<file path="src/rtl/move_unit.sv">
// Move/transfer unit for the memory-access stage: MOVZ/MOVN, HI/LO moves with local
// HI/LO storage, and MFC0/MTC0 run as stalling request/acknowledge transactions to CP0.
module move_unit #(
  parameter int DATA_WIDTH     = 32,
  parameter int CP0_ADDR_WIDTH = 5,
  parameter int CP0_SEL_WIDTH  = 3,
  parameter int TIMEOUT        = 15
) (
  input  logic                      clk,
  input  logic                      rst_n,
  input  logic                      in_valid,
  input  logic [3:0]                op,
  input  logic [31:0]               raw_inst,
  input  logic [DATA_WIDTH-1:0]     data,
  input  logic [DATA_WIDTH-1:0]     cond,
  input  logic                      hilo_we,
  input  logic [DATA_WIDTH-1:0]     hi_in,
  input  logic [DATA_WIDTH-1:0]     lo_in,
  output logic                      cp0_req,
  output logic                      cp0_we,
  output logic [CP0_ADDR_WIDTH-1:0] cp0_addr,
  output logic [CP0_SEL_WIDTH-1:0]  cp0_sel,
  output logic [DATA_WIDTH-1:0]     cp0_wdata,
  input  logic                      cp0_ack,
  input  logic [DATA_WIDTH-1:0]     cp0_rdata,
  output logic [DATA_WIDTH-1:0]     res,
  output logic                      res_we,
  output logic                      stall,
  output logic                      cp0_err,
  output logic [DATA_WIDTH-1:0]     hi_out,
  output logic [DATA_WIDTH-1:0]     lo_out
);

  localparam int CNT_W = $clog2(TIMEOUT + 1);

  localparam logic [3:0] OP_MOVZ = 4'd1;
  localparam logic [3:0] OP_MOVN = 4'd2;
  localparam logic [3:0] OP_MFHI = 4'd3;
  localparam logic [3:0] OP_MFLO = 4'd4;
  localparam logic [3:0] OP_MTHI = 4'd5;
  localparam logic [3:0] OP_MTLO = 4'd6;
  localparam logic [3:0] OP_MFC0 = 4'd7;
  localparam logic [3:0] OP_MTC0 = 4'd8;

  typedef enum logic [1:0] {S_IDLE, S_REQ, S_DONE} state_t;

  state_t r_state, w_state_nxt;

  logic [DATA_WIDTH-1:0]     r_res, w_res_nxt;
  logic                      r_res_we, w_res_we_nxt;
  logic                      r_cp0_req, w_cp0_req_nxt;
  logic                      r_cp0_we, w_cp0_we_nxt;
  logic [CP0_ADDR_WIDTH-1:0] r_cp0_addr, w_cp0_addr_nxt;
  logic [CP0_SEL_WIDTH-1:0]  r_cp0_sel, w_cp0_sel_nxt;
  logic [DATA_WIDTH-1:0]     r_cp0_wdata, w_cp0_wdata_nxt;
  logic                      r_cp0_err, w_cp0_err_nxt;
  logic [CNT_W-1:0]          r_cnt, w_cnt_nxt;
  logic [DATA_WIDTH-1:0]     r_hi, w_hi_nxt;
  logic [DATA_WIDTH-1:0]     r_lo, w_lo_nxt;

  logic w_is_cp0;
  logic w_timeout;
  logic w_unused_bits;

  assign w_is_cp0  = (op == OP_MFC0) || (op == OP_MTC0);
  assign w_timeout = (r_state == S_REQ) && !cp0_ack && (r_cnt == CNT_W'(TIMEOUT - 1));

  // Instruction bits outside the CP0 register/select fields are intentionally ignored.
  assign w_unused_bits = ^{raw_inst[31:11+CP0_ADDR_WIDTH], raw_inst[10:CP0_SEL_WIDTH]};

  // NOTE: reset is sampled on the clock edge only; rst_n is not in the sensitivity list.
  always_ff @(posedge clk) begin
    if (!rst_n) r_state <= S_IDLE;
    else        r_state <= w_state_nxt;
  end

  always_comb begin
    w_state_nxt = r_state;
    case (r_state)
      S_REQ:   if (cp0_ack || w_timeout) w_state_nxt = S_DONE;
      default: w_state_nxt = (in_valid && w_is_cp0) ? S_REQ : S_IDLE;
    endcase
  end

  // NOTE: every comb output gets a default first so no path leaves it unassigned (no latches).
  always_comb begin
    w_res_nxt       = '0;
    w_res_we_nxt    = 1'b0;
    w_cp0_err_nxt   = 1'b0;
    w_cp0_req_nxt   = r_cp0_req;
    w_cp0_we_nxt    = r_cp0_we;
    w_cp0_addr_nxt  = r_cp0_addr;
    w_cp0_sel_nxt   = r_cp0_sel;
    w_cp0_wdata_nxt = r_cp0_wdata;
    w_cnt_nxt       = r_cnt;
    w_hi_nxt        = r_hi;
    w_lo_nxt        = r_lo;
    stall           = 1'b0;

    if (r_state == S_REQ) begin
      stall = 1'b1;
      if (cp0_ack) begin
        w_cp0_req_nxt = 1'b0;
        w_res_nxt     = r_cp0_we ? '0 : cp0_rdata;
        w_res_we_nxt  = !r_cp0_we;
      end else if (w_timeout) begin
        w_cp0_req_nxt = 1'b0;
        w_cp0_err_nxt = 1'b1;
      end else begin
        w_cnt_nxt = r_cnt + 1'b1;
      end
    end else if (in_valid) begin
      stall = w_is_cp0;
      case (op)
        OP_MOVZ: begin w_res_nxt = data; w_res_we_nxt = (cond == '0); end
        OP_MOVN: begin w_res_nxt = data; w_res_we_nxt = (cond != '0); end
        OP_MFHI: begin w_res_nxt = r_hi; w_res_we_nxt = 1'b1; end
        OP_MFLO: begin w_res_nxt = r_lo; w_res_we_nxt = 1'b1; end
        OP_MTHI: w_hi_nxt = data;
        OP_MTLO: w_lo_nxt = data;
        OP_MFC0, OP_MTC0: begin
          w_cp0_req_nxt   = 1'b1;
          w_cp0_we_nxt    = (op == OP_MTC0);
          w_cp0_addr_nxt  = raw_inst[11 +: CP0_ADDR_WIDTH];
          w_cp0_sel_nxt   = raw_inst[CP0_SEL_WIDTH-1:0];
          w_cp0_wdata_nxt = (op == OP_MTC0) ? data : '0;
          w_cnt_nxt       = '0;
        end
        default: ;
      endcase
    end

    // muldiv in EX is the younger instruction, so its HI/LO write wins.
    if (hilo_we) begin
      w_hi_nxt = hi_in;
      w_lo_nxt = lo_in;
    end
  end

  // NOTE: sequential state uses non-blocking assignments so all registers update together.
  always_ff @(posedge clk) begin
    if (!rst_n) begin
      r_res       <= '0;
      r_res_we    <= 1'b0;
      r_cp0_req   <= 1'b0;
      r_cp0_we    <= 1'b0;
      r_cp0_addr  <= '0;
      r_cp0_sel   <= '0;
      r_cp0_wdata <= '0;
      r_cp0_err   <= 1'b0;
      r_cnt       <= '0;
      r_hi        <= '0;
      r_lo        <= '0;
    end else begin
      r_res       <= w_res_nxt;
      r_res_we    <= w_res_we_nxt;
      r_cp0_req   <= w_cp0_req_nxt;
      r_cp0_we    <= w_cp0_we_nxt;
      r_cp0_addr  <= w_cp0_addr_nxt;
      r_cp0_sel   <= w_cp0_sel_nxt;
      r_cp0_wdata <= w_cp0_wdata_nxt;
      r_cp0_err   <= w_cp0_err_nxt;
      r_cnt       <= w_cnt_nxt;
      r_hi        <= w_hi_nxt;
      r_lo        <= w_lo_nxt;
    end
  end

  assign res       = r_res;
  assign res_we    = r_res_we;
  assign cp0_req   = r_cp0_req;
  assign cp0_we    = r_cp0_we;
  assign cp0_addr  = r_cp0_addr;
  assign cp0_sel   = r_cp0_sel;
  assign cp0_wdata = r_cp0_wdata;
  assign cp0_err   = r_cp0_err;
  assign hi_out    = r_hi;
  assign lo_out    = r_lo;

endmodule

</file>
<file path="config.mk">
export PLATFORM = sky130hd
export DESIGN_NAME = move_unit
export DESIGN_NICKNAME = d
export VERILOG_FILES = /design/src/rtl/move_unit.sv
export SDC_FILE = /design/constraint.sdc
export NUM_CORES = 1
export LEC_CHECK = 0
export ABC_CLOCK_PERIOD_IN_PS = 4900
export BUFFER_PORTS_ARGS = -buffer_cell sky130_fd_sc_hd__buf_4
export CAP_MARGIN = 10
export CORE_AREA = 2 2 131 133
export DETAILED_ROUTE_END_ITERATION = 16
export DIE_AREA = 0 0 133 135
export GPL_TIMING_DRIVEN = 0
export PLACE_DENSITY_LB_ADDON = 0.1
export SLEW_MARGIN = 0
export SYNTH_ARGS = -nofsm -noshare
export SYNTH_HDL_FRONTEND = slang
export SYNTH_SLANG_ARGS = --single-unit
</file>
<file path="constraint.sdc">
create_clock -name clk -period 4.9 [get_ports clk]
set_input_delay 0.245 -clock clk [delete_from_list [all_inputs] [get_ports clk]]
set_output_delay 0.245 -clock clk [all_outputs]
set_load 0.005 [all_outputs]
</file>
==> results.txt, run 1 <==
----------------------------------------------------
[Timing]
  Final total negative setup slack ... 0 ns
  Setup violation total in the final timing report ... 0
  Period utilisation layout ... 48.1%
  Final critical delay including setup and external delays ... 2.36 ns
  Final hold viol count ... 0
  Peak Freq ... 0.424 GHz
  Measured slew at the worst slew-check pin ... 1.03 ns
  Max-slew violations ... 0
  Setup clock skew after layout ... 0.00627 ns
  Worst rel slew slack ... 31.0%
  Unrepaired setup endpoints after global routing ... false

[Synthesis]
  Most area-hungry cell type in the Yosys netlist ... sky130_fd_sc_hd__dfxtp_1
  Leading cell type by number of instances after synthesis ... sky130_fd_sc_hd__dfxtp_1
  Share of synthesized registers carrying an async set or reset ... 0%
  Number of enable flip-flop cells after synthesis ... 0
  Most frequent cells after synthesis ... sky130_fd_sc_hd__dfxtp_1, sky130_fd_sc_hd__mux2i_1, sky130_fd_sc_hd__o21ai_0
  Synth cell types ... 40
  Share of the synthesized area in the top cell type ... 45.1%
  Leading post-synthesis cells by cell area ... sky130_fd_sc_hd__dfxtp_1, sky130_fd_sc_hd__mux2i_1, sky130_fd_sc_hd__o21ai_0, sky130_fd_sc_hd__a21oi_1, sky130_fd_sc_hd__a21boi_2
  Gate count after technology mapping ... 680
  Total nets after synthesis ... 883
  Mapped Area ... 0.00649 mm2
  Average size of a mapped cell ... 9.54 um2
  Syn. warnings ... 0
  Primary FF master, synth ... sky130_fd_sc_hd__dfxtp_1
  Portion of the post-synthesis area used by sequential elements ... 45.1%
  Total of flip-flops plus latches after synthesis ... 146

[Die]
  Core Rows ... 47
  Die Outline Area ... 0.0180 mm2
  Count of boundary I/O pins ... 342
  Vertical die dimension ... 135 um
  Effective utilization at floorplan ... 39.5%
  CORE AREA ... 0.0164 mm2
  Die X ... 133 um

[Final layout]
  Fraction of final layout cells sized beyond drive strength 1 ... 38.8%
  Sequential cell area ... 0.00292 mm2
  Multi-input gate area in the final layout ... 0.00326 mm2
  Number of cells in the finished layout apart from fillers ... 1246
  Post-layout net count ... 1216
  Synth-to-layout area growth ... 50.5%
  Final antenna diode count ... 0
  Filler Cell Count ... 1550

[Flow run]
  Maximum capacitance violations ... 0

[Clock network]
  Root buffer selected by CTS ... sky130_fd_sc_hd__clkbuf_16
  Clock sink count ... 146
  Number of setup buffers added after CTS ... 0
  H-tree levels ... 4
  Hold-fix buffers at CTS ... 0
  Insertion delay to the later sink of the worst-skew pair ... 0.42 ns
  Clock tree buffer depth ... 2
  CTS tree ... yes
  Post-CTS resize count ... 0
  Clock-pin slew on the worst setup and hold paths ... 0.06 ns
  TritonCTS Buffers ... 17

[GRT]
  Largest net degree at the start of global routing ... 17
  Number of global-route vias before repair ... 6393
  Global-route wire length before repair ... 35700 um
  All-Layer GR Usage ... 26.0%
  GRT Residual Overflow ... 0
  Antenna violations before repair ... 0

[Worst hold path]
  Cell depth of the worst min-delay path ... 2
  Class of the worst hold path ... in2reg
  Hold wc startpoint ... cp0_ack

[Setup path]
  Data required time of the worst path ... 5.26 ns
  Minimum setup slack among reg-to-reg paths ... 2.54 ns
  Slowest cell on crit path ... sky130_fd_sc_hd__nor3b_1
  Most frequent cell on the critical path ... sky130_fd_sc_hd__clkbuf_1
  Worst setup SP type ... flip-flop
  Reg-to-reg critical path startpoint ... r_state[1]
  CP arrival ... 2.72 ns
  Launching instance or port of the critical path ... r_state[1]
  Class of the most critical setup path ... reg2reg
  Series of cell instances along the critical path ... nand2b_1 -> clkbuf_1 -> nor3b_1 -> clkbuf_1 -> nand2_1 -> a21boi_2
  Slowest Stage Delay on Critical Path ... 0.80 ns
  Sort of element at the end of the critical path ... flip-flop
  Maximum fanout count along the critical path ... 10
  Length in cells of the worst reg-to-reg path ... 6

[Route]
  Post-DR wirelength/cell ... 19.1 um
  Routed vias/inst ... 5.23
  Routed via count ... 6513
  Final routed wirelength across all metal layers ... 23800 um
  Number of nets with antenna violations after detailed routing ... 0
  Count of TritonRoute iterations in the first routing pass ... 7
  Residual DRC ... 0
  Detailed Route Iter0 Violations ... 358

[Status]
  Result of the run ... finished, final reports clean

[Placement]
  Post-Place Cells ... 1214
  Detailed-placement wirelength estimate ... 17900 um
  Count of input and output buffers ... 314
  Final weighted congestion in routability-driven placement ... 0.807

[Power]
  Maximum ir drop on the vdd rail ... 0.232 mV
  Power per cell area ... 315 mW/mm2
  Leak ... 4.51 nW

----------------------------------------------------
==> cell families (layout without fill, tap and decap cells) <==
| logic type | Yosys count | in the layout | synth area share, % |
|---|---|---|---|
| multiplexers | 72 | 72 | 11.1 |
| adder cells (fa/ha/maj) | 2 | 2 | 0.386 |
| buffers and inverters | 67 | 413 | 4.73 |
| XOR/XNOR | 3 | 3 | 0.405 |
| AO/OA/AOI/OAI | 272 | 272 | 28.8 |
| flip-flops | 146 | 146 | 45.1 |
| AND/OR/NAND/NOR | 118 | 118 | 9.51 |
==> final timing paths <==
path	to
worst min-delay path	cp0_err
worst max-delay path	res[10]
worst max register to register	res[10]
worst min register to register	cp0_wdata[7]
==> area by class of cell <==
class	instances	area share (%)
Multi-Input combinational cell	467	33.4
Sequential cell	146	29.9
Timing Repair Buffer	314	24.1
Clock buffer	20	4.78
Buffer	64	3.02
Tap cell	220	2.82
Clock inverter	12	1.83
Inverter	3	0.115
==> flip-flops by register name (all words and copies together) (netlist names) <==
| signal | cells |
|---|---|
| cp0_wdata | 32 |
| hi_out | 32 |
| lo_out | 32 |
| res | 32 |
| cp0_addr | 5 |
| r_cnt | 4 |
| cp0_sel | 3 |
| r_state | 2 |
| cp0_err | 1 |
| cp0_req | 1 |
| cp0_we | 1 |
| res_we | 1 |
==> worst max-delay path, delay by kind of cell (launching register included) <==
| kind | cells | cell delay [ns] |
|---|---|---|
| AOI/OAI and AO/OA | 1 | 0.14 |
| buffers and inverters | 2 | 0.74 |
| DFF | 1 | 0.30 |
| and+or+nand+nor | 3 | 1.11 |
==> routing by layer <==
layer	track usage (%)	share of wire, %	vias up
li1	-	-	3160
met1	32.7	42	3066
met2	44.2	49	258
met5	0	0	-
met3	6.12	7.1	29
met4	8.36	2.0	0
==> through the flow <==
step / utilization [%] / hold WS [ns] / total power, mW / worst slack (ns) / cell area, um2
finish: 59.5 / 0.0246 / 3.08 / 2.54 / 9770
global route: 59.5 / 0.0266 / 3.18 / 2.30 / 9770
CTS: 59.5 / 0.0116 / 3.10 / 2.44 / 9770
detailed placement: 55.6 / 0.452 / 1.69 / 2.40 / 9120
global placement: 55.6 / 0.450 / 1.69 / 2.54 / 9120
floorplan: - / 0.322 / 1.44 / 3.18 / 6490
==> where the power goes <==
part / switching [mW] / internal, mW / leakage, nW
combinational: 0.185 / 0.213 / 3.01
sequential: 0.0344 / 1.23 / 1.19
clock: 0.517 / 0.894 / 0.309
total: 0.737 / 2.34 / 4.51
==> layout by cell type (no fill, tap or decap), drive strengths merged, types with 5 or more instances in the layout <==
cell / instances
a21oi: 65
mux2i: 72
nor2: 5
buf: 334
a21o: 33
clkbuf: 64
o21ai: 66
a22oi: 32
dfxtp: 146
a22o: 32
a21boi: 36
nand3: 37
nand2: 37
nor4: 8
nor2b: 12
No activity file was read; power rests on OpenSTA's default activity.
==> run 2: changes to the inputs <==
--- a/config.mk
+++ b/config.mk
@@ -5,12 +5,13 @@
 export SDC_FILE = /design/constraint.sdc
 export NUM_CORES = 1
 export LEC_CHECK = 0
-export ABC_CLOCK_PERIOD_IN_PS = 4900
+export ABC_AREA = 1
+export ABC_CLOCK_PERIOD_IN_PS = 2100
 export BUFFER_PORTS_ARGS = -buffer_cell sky130_fd_sc_hd__buf_4
 export CAP_MARGIN = 10
-export CORE_AREA = 2 2 131 133
+export CORE_AREA = 2 2 132 134
 export DETAILED_ROUTE_END_ITERATION = 16
-export DIE_AREA = 0 0 133 135
+export DIE_AREA = 0 0 134 136
 export GPL_TIMING_DRIVEN = 0
 export PLACE_DENSITY_LB_ADDON = 0.1
 export SLEW_MARGIN = 0
==> constraint.sdc (replaced) <==
create_clock -name clk -period 2.1 [get_ports clk]
set_input_delay 0.105 -clock clk [delete_from_list [all_inputs] [get_ports clk]]
set_output_delay 0.105 -clock clk [all_outputs]
set_load 0.005 [all_outputs]
==> run 2 against run 1 <==
Sequential share of layout area is 3.0 points lower. Count of clock-buffer cells in the layout is 1 higher. Final area is 11% higher. Critical path type unchanged. Sequential power is 130% higher. Fmax is 21% higher. Synthesized cell count is 28% higher. Global-route usage is 4.6 points higher. Via count is 23% higher. Non-clock buffer count is 130 higher.
==> results.txt, run 2 <==
----------------------------------------------------
[Status]
  Result of the run ... finished, final reports clean (unchanged)

[Setup path]
  Slowest Stage Delay on Critical Path ... 0.57 ns (was 0.80 ns)
  Class of the most critical setup path ... reg2reg (unchanged)
  Data required time of the worst path ... 2.38 ns (was 5.26 ns)
  Most frequent cell on the critical path ... sky130_fd_sc_hd__inv_1 (was sky130_fd_sc_hd__clkbuf_1)
  Slowest cell on crit path ... sky130_fd_sc_hd__clkbuf_1 (was sky130_fd_sc_hd__nor3b_1)
  Reg-to-reg critical path startpoint ... r_state[0] (was r_state[1])
  Reg2reg end ... cp0_wdata[21] (was res[10])
  Length in cells of the worst reg-to-reg path ... 8 (was 6)
  CP arrival ... 2.22 ns (was 2.72 ns)
  Largest delay share family, worst path ... buffers and inverters (was simple AND/OR/NAND/NOR gates)
  Maximum fanout count along the critical path ... 10 (unchanged)
  Sort of element at the end of the critical path ... flip-flop (unchanged)
  Buffer and inverter count on the worst path ... 4 (was 2)
  Series of cell instances along the critical path ... inv_1 -> nor2_1 -> inv_2 -> nand2_2 -> inv_1 -> nand2_1 -> clkbuf_1 -> o21ai_0 (was nand2b_1 -> clkbuf_1 -> nor3b_1 -> clkbuf_1 -> nand2_1 -> a21boi_2)
  Minimum setup slack among reg-to-reg paths ... 0.16 ns (was 2.54 ns)
  Worst setup SP type ... flip-flop (unchanged)

[Synthesis]
  Multiplexer fraction of the synthesized cell area ... 0% (was 11.1%)
  Post-Synth XOR/XNOR Area ... 0% (was 0.405%)
  Leading cell type by number of instances after synthesis ... sky130_fd_sc_hd__nand2_1 (was sky130_fd_sc_hd__dfxtp_1)
  Share of the synthesized area in the top cell type ... 46.7% (was 45.1%)
  Basic-gate share of the synthesized area counting and, or, nand and nor cells ... 22.5% (was 9.51%)
  Portion of the post-synthesis area used by sequential elements ... 46.7% (was 45.1%)
  Combinational family with the most area after synthesis ... compound AO/OA/AOI/OAI gates (unchanged)
  Syn. warnings ... 0 (unchanged)
  Gate count after technology mapping ... 871 (was 680)
  Most frequent cells after synthesis ... sky130_fd_sc_hd__nand2_1, sky130_fd_sc_hd__dfxtp_1, sky130_fd_sc_hd__a21oi_1 (was sky130_fd_sc_hd__dfxtp_1, sky130_fd_sc_hd__mux2i_1, sky130_fd_sc_hd__o21ai_0)
  Leading post-synthesis cells by cell area ... sky130_fd_sc_hd__dfxtp_1, sky130_fd_sc_hd__nand2_1, sky130_fd_sc_hd__a21oi_1, sky130_fd_sc_hd__o21ai_0, sky130_fd_sc_hd__nor2_1 (was sky130_fd_sc_hd__dfxtp_1, sky130_fd_sc_hd__mux2i_1, sky130_fd_sc_hd__o21ai_0, sky130_fd_sc_hd__a21oi_1, sky130_fd_sc_hd__a21boi_2)
  Total nets after synthesis ... 1074 (was 883)
  Synth cell types ... 27 (was 40)
  Mapped Area ... 0.00626 mm2 (was 0.00649 mm2)
  Primary FF master, synth ... sky130_fd_sc_hd__dfxtp_1 (unchanged)
  Total of flip-flops plus latches after synthesis ... 146 (unchanged)
  Adder-Cell Fraction of Synth Area ... 0.400% (was 0.386%)
  Post-synthesis compound-gate area fraction ... 23.1% (was 28.8%)
  Share of synthesized registers carrying an async set or reset ... 0% (unchanged)
  Average size of a mapped cell ... 7.19 um2 (was 9.54 um2)
  Number of enable flip-flop cells after synthesis ... 0 (unchanged)
  Most area-hungry cell type in the Yosys netlist ... sky130_fd_sc_hd__dfxtp_1 (unchanged)

[Die]
  Core Rows ... 48 (was 47)
  Vertical die dimension ... 136 um (was 135 um)
  Count of boundary I/O pins ... 342 (unchanged)
  Die Outline Area ... 0.0182 mm2 (was 0.0180 mm2)
  CORE AREA ... 0.0169 mm2 (was 0.0164 mm2)
  Effective utilization at floorplan ... 37.1% (was 39.5%)
  Die X ... 134 um (was 133 um)

[Clock network]
  Number of setup buffers added after CTS ... 0 (unchanged)
  Clock sink count ... 146 (unchanged)
  H-tree levels ... 4 (unchanged)
  CTS tree ... yes (unchanged)
  Insertion delay to the later sink of the worst-skew pair ... 0.42 ns (about the same)
  Clock tree buffer depth ... 2 (unchanged)
  Clock-pin slew on the worst setup and hold paths ... 0.06 ns (about the same)
  TritonCTS Buffers ... 17 (unchanged)
  Root buffer selected by CTS ... sky130_fd_sc_hd__clkbuf_16 (unchanged)

[Route]
  Count of TritonRoute iterations in the first routing pass ... 5 (was 7)
  Routed via count ... 8032 (was 6513)
  Number of nets with antenna violations after detailed routing ... 0 (unchanged)
  Final routed wirelength across all metal layers ... 28400 um (was 23800 um)
  Routed vias/inst ... 5.09 (was 5.23)
  Detailed Route Iter0 Violations ... 585 (was 358)
  Residual DRC ... 0 (unchanged)
  Post-DR wirelength/cell ... 18.0 um (was 19.1 um)

[GRT]
  Largest net degree at the start of global routing ... 17 (unchanged)
  GRT Residual Overflow ... 0 (unchanged)
  Global-route wire length before repair ... 42500 um (was 35700 um)
  Number of global-route vias before repair ... 7724 (was 6393)
  Antenna violations before repair ... 1 (was 0)
  All-Layer GR Usage ... 30.6% (was 26.0%)

[Placement]
  Post-Place Cells ... 1411 (was 1214)
  Count of input and output buffers ... 315 (was 314)
  Final weighted congestion in routability-driven placement ... 0.851 (was 0.807)
  Placed instance area ... 0.00891 mm2 (was 0.00912 mm2)
  Worst slack at placement ... 0.0678 ns (was 2.40 ns)
  Detailed-placement wirelength estimate ... 19700 um (was 17900 um)

[Worst hold path]
  Class of the worst hold path ... in2reg (unchanged)
  Cell depth of the worst min-delay path ... 3 (was 2)
  Worst min-delay path endpoint ... hi_out[19] (was cp0_err)
  Hold wc startpoint ... hi_in[19] (was cp0_ack)

[Final layout]
  Filler Cell Count ... 1550 (unchanged)
  Fraction of final layout cells sized beyond drive strength 1 ... 28.1% (was 38.8%)
  Most frequent standard cell in the layout excluding fill and tap cells ... sky130_fd_sc_hd__buf_4 (unchanged)
  Post-layout net count ... 1541 (was 1216)
  Design area ... 0.0108 mm2 (was 0.00977 mm2)
  Synth-to-layout area growth ... 73.2% (was 50.5%)
  Most used cells in the layout excluding fill and tap cells ... sky130_fd_sc_hd__buf_4, sky130_fd_sc_hd__nand2_1, sky130_fd_sc_hd__dfxtp_1 (was sky130_fd_sc_hd__buf_4, sky130_fd_sc_hd__dfxtp_1, sky130_fd_sc_hd__mux2i_1)
  Number of cells in the finished layout apart from fillers ... 1577 (was 1246)

[Timing]
  Max-slew violations ... 0 (unchanged)
  Final critical delay including setup and external delays ... 1.94 ns (was 2.36 ns)
  Period utilisation layout ... 92.5% (was 48.1%)
  Setup violation total in the final timing report ... 0 (unchanged)
  Final hold viol count ... 0 (unchanged)
  PnR worst setup slack ... 0.158 ns (was 2.54 ns)
  Measured slew at the worst slew-check pin ... 0.872 ns (was 1.03 ns)
  Setup clock skew after layout ... 0.00599 ns (was 0.00627 ns)
  Worst rel slew slack ... 41.9% (was 31.0%)
  Peak Freq ... 0.515 GHz (was 0.424 GHz)
  Final total negative setup slack ... 0 ns (unchanged)
  Unrepaired setup endpoints after global routing ... false (unchanged)

[Flow run]
  Maximum capacitance violations ... 0 (unchanged)

[Power]
  Maximum ir drop on the vdd rail ... 0.517 mV (was 0.232 mV)
  Power per cell area ... 667 mW/mm2 (was 315 mW/mm2)
  Leak ... 4.86 nW (was 4.51 nW)

----------------------------------------------------
run 2: cell types whose count changed in the layout (fill, tap and decap cells not counted), moves of 18 or more:
cell | before | now
sky130_fd_sc_hd__nand2_1 | 37 | 219
sky130_fd_sc_hd__dlygate4sd3_1 | 0 | 133
sky130_fd_sc_hd__nor2_1 | 5 | 80
sky130_fd_sc_hd__mux2i_1 | 72 | 0
sky130_fd_sc_hd__a21oi_1 | 65 | 117
sky130_fd_sc_hd__inv_1 | 3 | 47
sky130_fd_sc_hd__a21o_1 | 33 | 0
sky130_fd_sc_hd__a22o_1 | 32 | 0
sky130_fd_sc_hd__a21boi_2 | 28 | 0
sky130_fd_sc_hd__a31oi_1 | 1 | 19
run 2: logic make-up (layout without fill, tap and decap cells):
kind of cell,count (synthesis),count (layout)
compound gates,259,259
fa+ha+maj,2,2
buf+inv,112,592
flops,146,146
other cells,0,1
simple gates,352,352
run 2: timing repair:
| action | 4_1_cts | 5_1_grt |
|---|---|---|
| hold buffers | 133 | 0 |
| endpoints found under the hold margin | 133 | 0 |
| endpoints found under the setup margin | 0 | 21 |
| gates resized for setup | 0 | 6 |
run 2: where the power goes:
part	internal [mW]	switching (mW)	leakage [nW]
logic	0.627	0.544	3.38
clock network	1.85	1.25	0.286
registers	2.88	0.0782	1.19
run 2: worst max path at each step:
| stage | from | to | slack (ns) | depth (start not counted) |
|---|---|---|---|---|
| final | r_state[0] | cp0_wdata[21] | 0.16 | 8 |
| after global routing | r_state[0] | hi_out[15] | 0.003 | 7 |
| after CTS | r_state[0] | res[15] | 0.03 | 7 |
| after detailed placement | r_state[0] | res[15] | 0.07 | 7 |
| after global placement | r_state[0] | res[15] | 0.11 | 7 |
| after floorplan | r_state[0] | cp0_req | 0.76 | 9 |
run 2: area by class of cell:
type / instances / area (um2) / share of cell area (%)
plain buffers: 60 / 272 / 2.50
flip-flops and latches: 146 / 2920 / 27.0
inverters: 52 / 195 / 1.80
clock buffers: 21 / 470 / 4.34
diodes: 1 / 2.50 / 0.0231
well taps: 225 / 282 / 2.60
repair buffers: 448 / 3700 / 34.1
multi-input cells: 613 / 2880 / 26.5
clock inverters: 11 / 128 / 1.18
run 2: per-layer routing:
layer | track usage (%) | part of all wire [%] | routed length (um)
met3 | 6.97 | 8.4 | 2380
met4 | 13.8 | 3.6 | 1030
met2 | 50.9 | 47 | 13500
met1 | 37.8 | 41 | 11600
met5 | 0 | 0 | 0
run 2: metrics by stage:
step	util [%]	hold WS (ns)	total power, mW
4_1_cts	64.2	0.000527	7.24
5_1_grt	64.3	0.0215	7.48
6_report	64.3	0.00850	7.23
2_1_floorplan	-	0.184	3.36
3_3_place_gp	52.8	0.285	3.96
3_5_place_dp	52.8	0.293	3.96
run 2: worst register-to-register path, cell delays in order (launching register included):
cell and delay (ns):
sky130_fd_sc_hd__dfxtp_1 0.30, sky130_fd_sc_hd__inv_1 0.03, sky130_fd_sc_hd__nor2_1 0.14, sky130_fd_sc_hd__inv_2 0.11, sky130_fd_sc_hd__nand2_2 0.14, sky130_fd_sc_hd__inv_1 0.08
sky130_fd_sc_hd__nand2_1 0.27, sky130_fd_sc_hd__clkbuf_1 0.57, sky130_fd_sc_hd__o21ai_0 0.16
==> run 3: changes to the inputs <==
--- a/config.mk
+++ b/config.mk
@@ -9,9 +9,10 @@
 export ABC_CLOCK_PERIOD_IN_PS = 2100
 export BUFFER_PORTS_ARGS = -buffer_cell sky130_fd_sc_hd__buf_4
 export CAP_MARGIN = 10
-export CORE_AREA = 2 2 132 134
+export CELL_PAD_IN_SITES_DETAIL_PLACEMENT = 0
+export CELL_PAD_IN_SITES_GLOBAL_PLACEMENT = 1
+export CORE_UTILIZATION = 27
 export DETAILED_ROUTE_END_ITERATION = 16
-export DIE_AREA = 0 0 134 136
 export GPL_TIMING_DRIVEN = 0
 export PLACE_DENSITY_LB_ADDON = 0.1
 export SLEW_MARGIN = 0
==> run 3 against run 2 <==
First-iteration DRC count is 31% lower. Final area grew 1.1%. Critical path depth is the same. Fmax grew 0.91%. Via count decreased by 1.3%. Cell count up 3.9%. Sequential share of layout area fell by 0.29 points. Non-clock buffer count increased by 3.
==> results.txt, run 3 (synthesized netlist as in run 2, its figures left out) <==
----------------------------------------------------
[Power]
  Part of the total power dissipated in the clock network ... 43.8% (was 42.9%)
  P_sw ... 1.97 mW (was 1.87 mW)
  Combinational Power Share ... 16.1% (was 16.2%)
  Power per cell area ... 672 mW/mm2 (was 667 mW/mm2)
  Switching fraction of total power ... 26.8% (was 25.9%)
  Pint ... 5.40 mW (was 5.35 mW)
  Maximum ir drop on the vdd rail ... 0.497 mV (was 0.517 mV)
  Final Power ... 7.37 mW (was 7.23 mW)
  Leak ... 4.88 nW (was 4.86 nW)
  Flop pwr share ... 40.1% (was 40.9%)

[Timing]
  Final critical delay including setup and external delays ... 1.92 ns (was 1.94 ns)
  Final total negative setup slack ... 0 ns (unchanged)
  Setup clock skew after layout ... 0.0150 ns (was 0.00599 ns)
  Peak Freq ... 0.520 GHz (was 0.515 GHz)
  Worst rel slew slack ... 48.2% (was 41.9%)
  Unrepaired setup endpoints after global routing ... false (unchanged)
  Setup violation total in the final timing report ... 0 (unchanged)
  Final hold viol count ... 0 (unchanged)
  Post-route worst hold slack ... 0.00118 ns (was 0.00850 ns)
  Measured slew at the worst slew-check pin ... 0.777 ns (was 0.872 ns)
  Max-slew violations ... 0 (unchanged)
  Period utilisation layout ... 91.6% (was 92.5%)

[Status]
  Result of the run ... finished, final reports clean (unchanged)

[Setup path]
  Sort of element at the end of the critical path ... flip-flop (unchanged)
  CP arrival ... 2.22 ns (about the same)
  Data required time of the worst path ... 2.39 ns (was 2.38 ns)
  Maximum fanout count along the critical path ... 10 (unchanged)
  Class of the most critical setup path ... reg2reg (unchanged)
  Series of cell instances along the critical path ... inv_1 -> nor2_1 -> inv_2 -> nand2_2 -> inv_1 -> nand2_1 -> clkbuf_1 -> o21ai_0 (unchanged)
  Worst setup SP type ... flip-flop (unchanged)
  Slowest cell on crit path ... sky130_fd_sc_hd__clkbuf_1 (unchanged)
  Most frequent cell on the critical path ... sky130_fd_sc_hd__inv_1 (unchanged)
  Slowest Stage Delay on Critical Path ... 0.54 ns (was 0.57 ns)

[Route]
  Routed vias/inst ... 4.84 (was 5.09)
  Count of TritonRoute iterations in the first routing pass ... 5 (unchanged)
  Residual DRC ... 0 (unchanged)
  Routed via count ... 7926 (was 8032)
  Post-DR wirelength/cell ... 18.7 um (was 18.0 um)
  Number of nets with antenna violations after detailed routing ... 0 (unchanged)
  Detailed Route Iter0 Violations ... 404 (was 585)
  Final routed wirelength across all metal layers ... 30600 um (was 28400 um)

[Die]
  CORE AREA ... 0.0227 mm2 (was 0.0169 mm2)
  Count of boundary I/O pins ... 342 (unchanged)
  Die X ... 154 um (was 134 um)
  Core Rows ... 55 (was 48)
  Vertical die dimension ... 154 um (was 136 um)
  Effective utilization at floorplan ... 27.6% (was 37.1%)
  Die Outline Area ... 0.0238 mm2 (was 0.0182 mm2)

[Final layout]
  Most used cells in the layout excluding fill and tap cells ... sky130_fd_sc_hd__buf_4, sky130_fd_sc_hd__nand2_1, sky130_fd_sc_hd__dfxtp_1 (unchanged)
  Filler Cell Count ... 2367 (was 1550)
  Sequential cell area ... 0.00292 mm2 (unchanged)
  Multi-input gate area in the final layout ... 0.00288 mm2 (about the same)
  Final antenna diode count ... 0 (was 1)
  Most frequent standard cell in the layout excluding fill and tap cells ... sky130_fd_sc_hd__buf_4 (unchanged)
  Synth-to-layout area growth ... 75.1% (was 73.2%)
  Post-layout net count ... 1544 (was 1541)
  Fraction of final layout cells sized beyond drive strength 1 ... 28.2% (was 28.1%)

[Clock network]
  H-tree levels ... 4 (unchanged)
  Number of setup buffers added after CTS ... 0 (unchanged)
  Clock-pin slew on the worst setup and hold paths ... 0.06 ns (about the same)
  TritonCTS Buffers ... 17 (unchanged)
  Clock sink count ... 146 (unchanged)
  Clock tree buffer depth ... 2 (unchanged)
  CTS tree ... yes (unchanged)
  Root buffer selected by CTS ... sky130_fd_sc_hd__clkbuf_16 (unchanged)
  Insertion delay to the later sink of the worst-skew pair ... 0.44 ns (was 0.42 ns)

[Placement]
  Final weighted congestion in routability-driven placement ... 0.815 (was 0.851)
  Detailed-placement wirelength estimate ... 21700 um (was 19700 um)
  Count of input and output buffers ... 315 (unchanged)

[GRT]
  All-Layer GR Usage ... 25.5% (was 30.6%)
  GRT Residual Overflow ... 0 (unchanged)
  Largest net degree at the start of global routing ... 17 (unchanged)
  Global-route wire length before repair ... 45300 um (was 42500 um)
  Number of global-route vias before repair ... 7827 (was 7724)
  Antenna violations before repair ... 0 (was 1)

[Worst hold path]
  Class of the worst hold path ... in2reg (unchanged)

[Flow run]
  Maximum capacitance violations ... 0 (unchanged)

----------------------------------------------------
==> run 3: cell count changes in the layout (fill, tap and decap cells not counted) <==
| cell | before | now |
|---|---|---|
| sky130_fd_sc_hd__clkbuf_2 | 3 | 6 |
| sky130_fd_sc_hd__clkbuf_1 | 36 | 33 |
| sky130_fd_sc_hd__dlygate4sd3_1 | 133 | 136 |
| sky130_fd_sc_hd__nor3_4 | 0 | 1 |
| sky130_fd_sc_hd__clkinv_4 | 2 | 1 |
| sky130_fd_sc_hd__inv_6 | 2 | 3 |
| sky130_fd_sc_hd__nor3_2 | 2 | 1 |
| sky130_fd_sc_hd__clkbuf_8 | 3 | 0 |
| sky130_fd_sc_hd__bufinv_16 | 2 | 3 |
| sky130_fd_sc_hd__inv_8 | 0 | 2 |
| sky130_fd_sc_hd__clkinv_2 | 2 | 1 |
| sky130_fd_sc_hd__diode_2 | 1 | 0 |
==> run 3: timing repair <==
action	4_1_cts	5_1_grt
hold buffers	136	0
hold endpoints to repair	136	0
gates resized for setup	0	13
setup endpoints to repair	0	51
==> run 3: power groups by stage <==
stage	Combinational (mW)	Sequential (mW)	Clock, mW
4_1_cts	1.19	2.95	3.28
5_1_grt	1.28	2.97	3.41
3_5_place_dp	0.975	3.01	0
2_1_floorplan	0.349	3.01	0
3_3_place_gp	0.978	3.01	0
6_report	1.19	2.95	3.23
==> run 3: critical path, delay by kind of cell (launching register included) <==
kind	cells	cell delay [ns]
buffers and inverters	4	0.76
and+or+nand+nor	3	0.56
DFF	1	0.31
AOI/OAI and AO/OA	1	0.15
==> run 3: path summary, 6_finish.rpt <==
path	start	to	slack, ns	depth (start not counted)
worst max register to register	r_state[0]	cp0_wdata[5]	0.18	8
worst max-delay path	r_state[0]	cp0_wdata[5]	0.18	8
worst min-delay path	data[26]	cp0_wdata[26]	0.001	3
worst min register to register	cp0_sel[2]	cp0_sel[2]	0.48	2
==> run 3: routing by layer <==
metal	track usage [%]	routed length (um)	up-vias
li1	-	-	3859
met3	5.16	2020	38
met4	9.52	697	0
met2	42.6	14300	317
met1	32.4	13600	3712
met5	0	0	-
==> run 3: per-stage QoR <==
| stage | setup slack [ns] | cell area, um2 | std cells | util (%) |
|---|---|---|---|---|
| 6_report | 0.175 | 11000 | 1638 | 48.3 |
| 5_1_grt | 0.00614 | 11000 | 1638 | 48.3 |
| 4_1_cts | 0.0322 | 10900 | 1638 | 48.2 |
| 3_5_place_dp | 0.0477 | 8980 | 1471 | 39.6 |
| 3_3_place_gp | 0.0678 | 8980 | 1471 | 39.6 |
| 2_1_floorplan | 0.762 | 6260 | 871 | - |
==> run 3: final cells by class <==
| class | count | area share [%] |
|---|---|---|
| repair buffers | 451 | 34.0 |
| multi-input cells | 613 | 26.3 |
| flip-flops and latches | 146 | 26.7 |
| clock inverters | 13 | 1.60 |
| well taps | 285 | 3.25 |
| inverters | 52 | 1.78 |
| clock buffers | 18 | 3.91 |
| plain buffers | 60 | 2.51 |
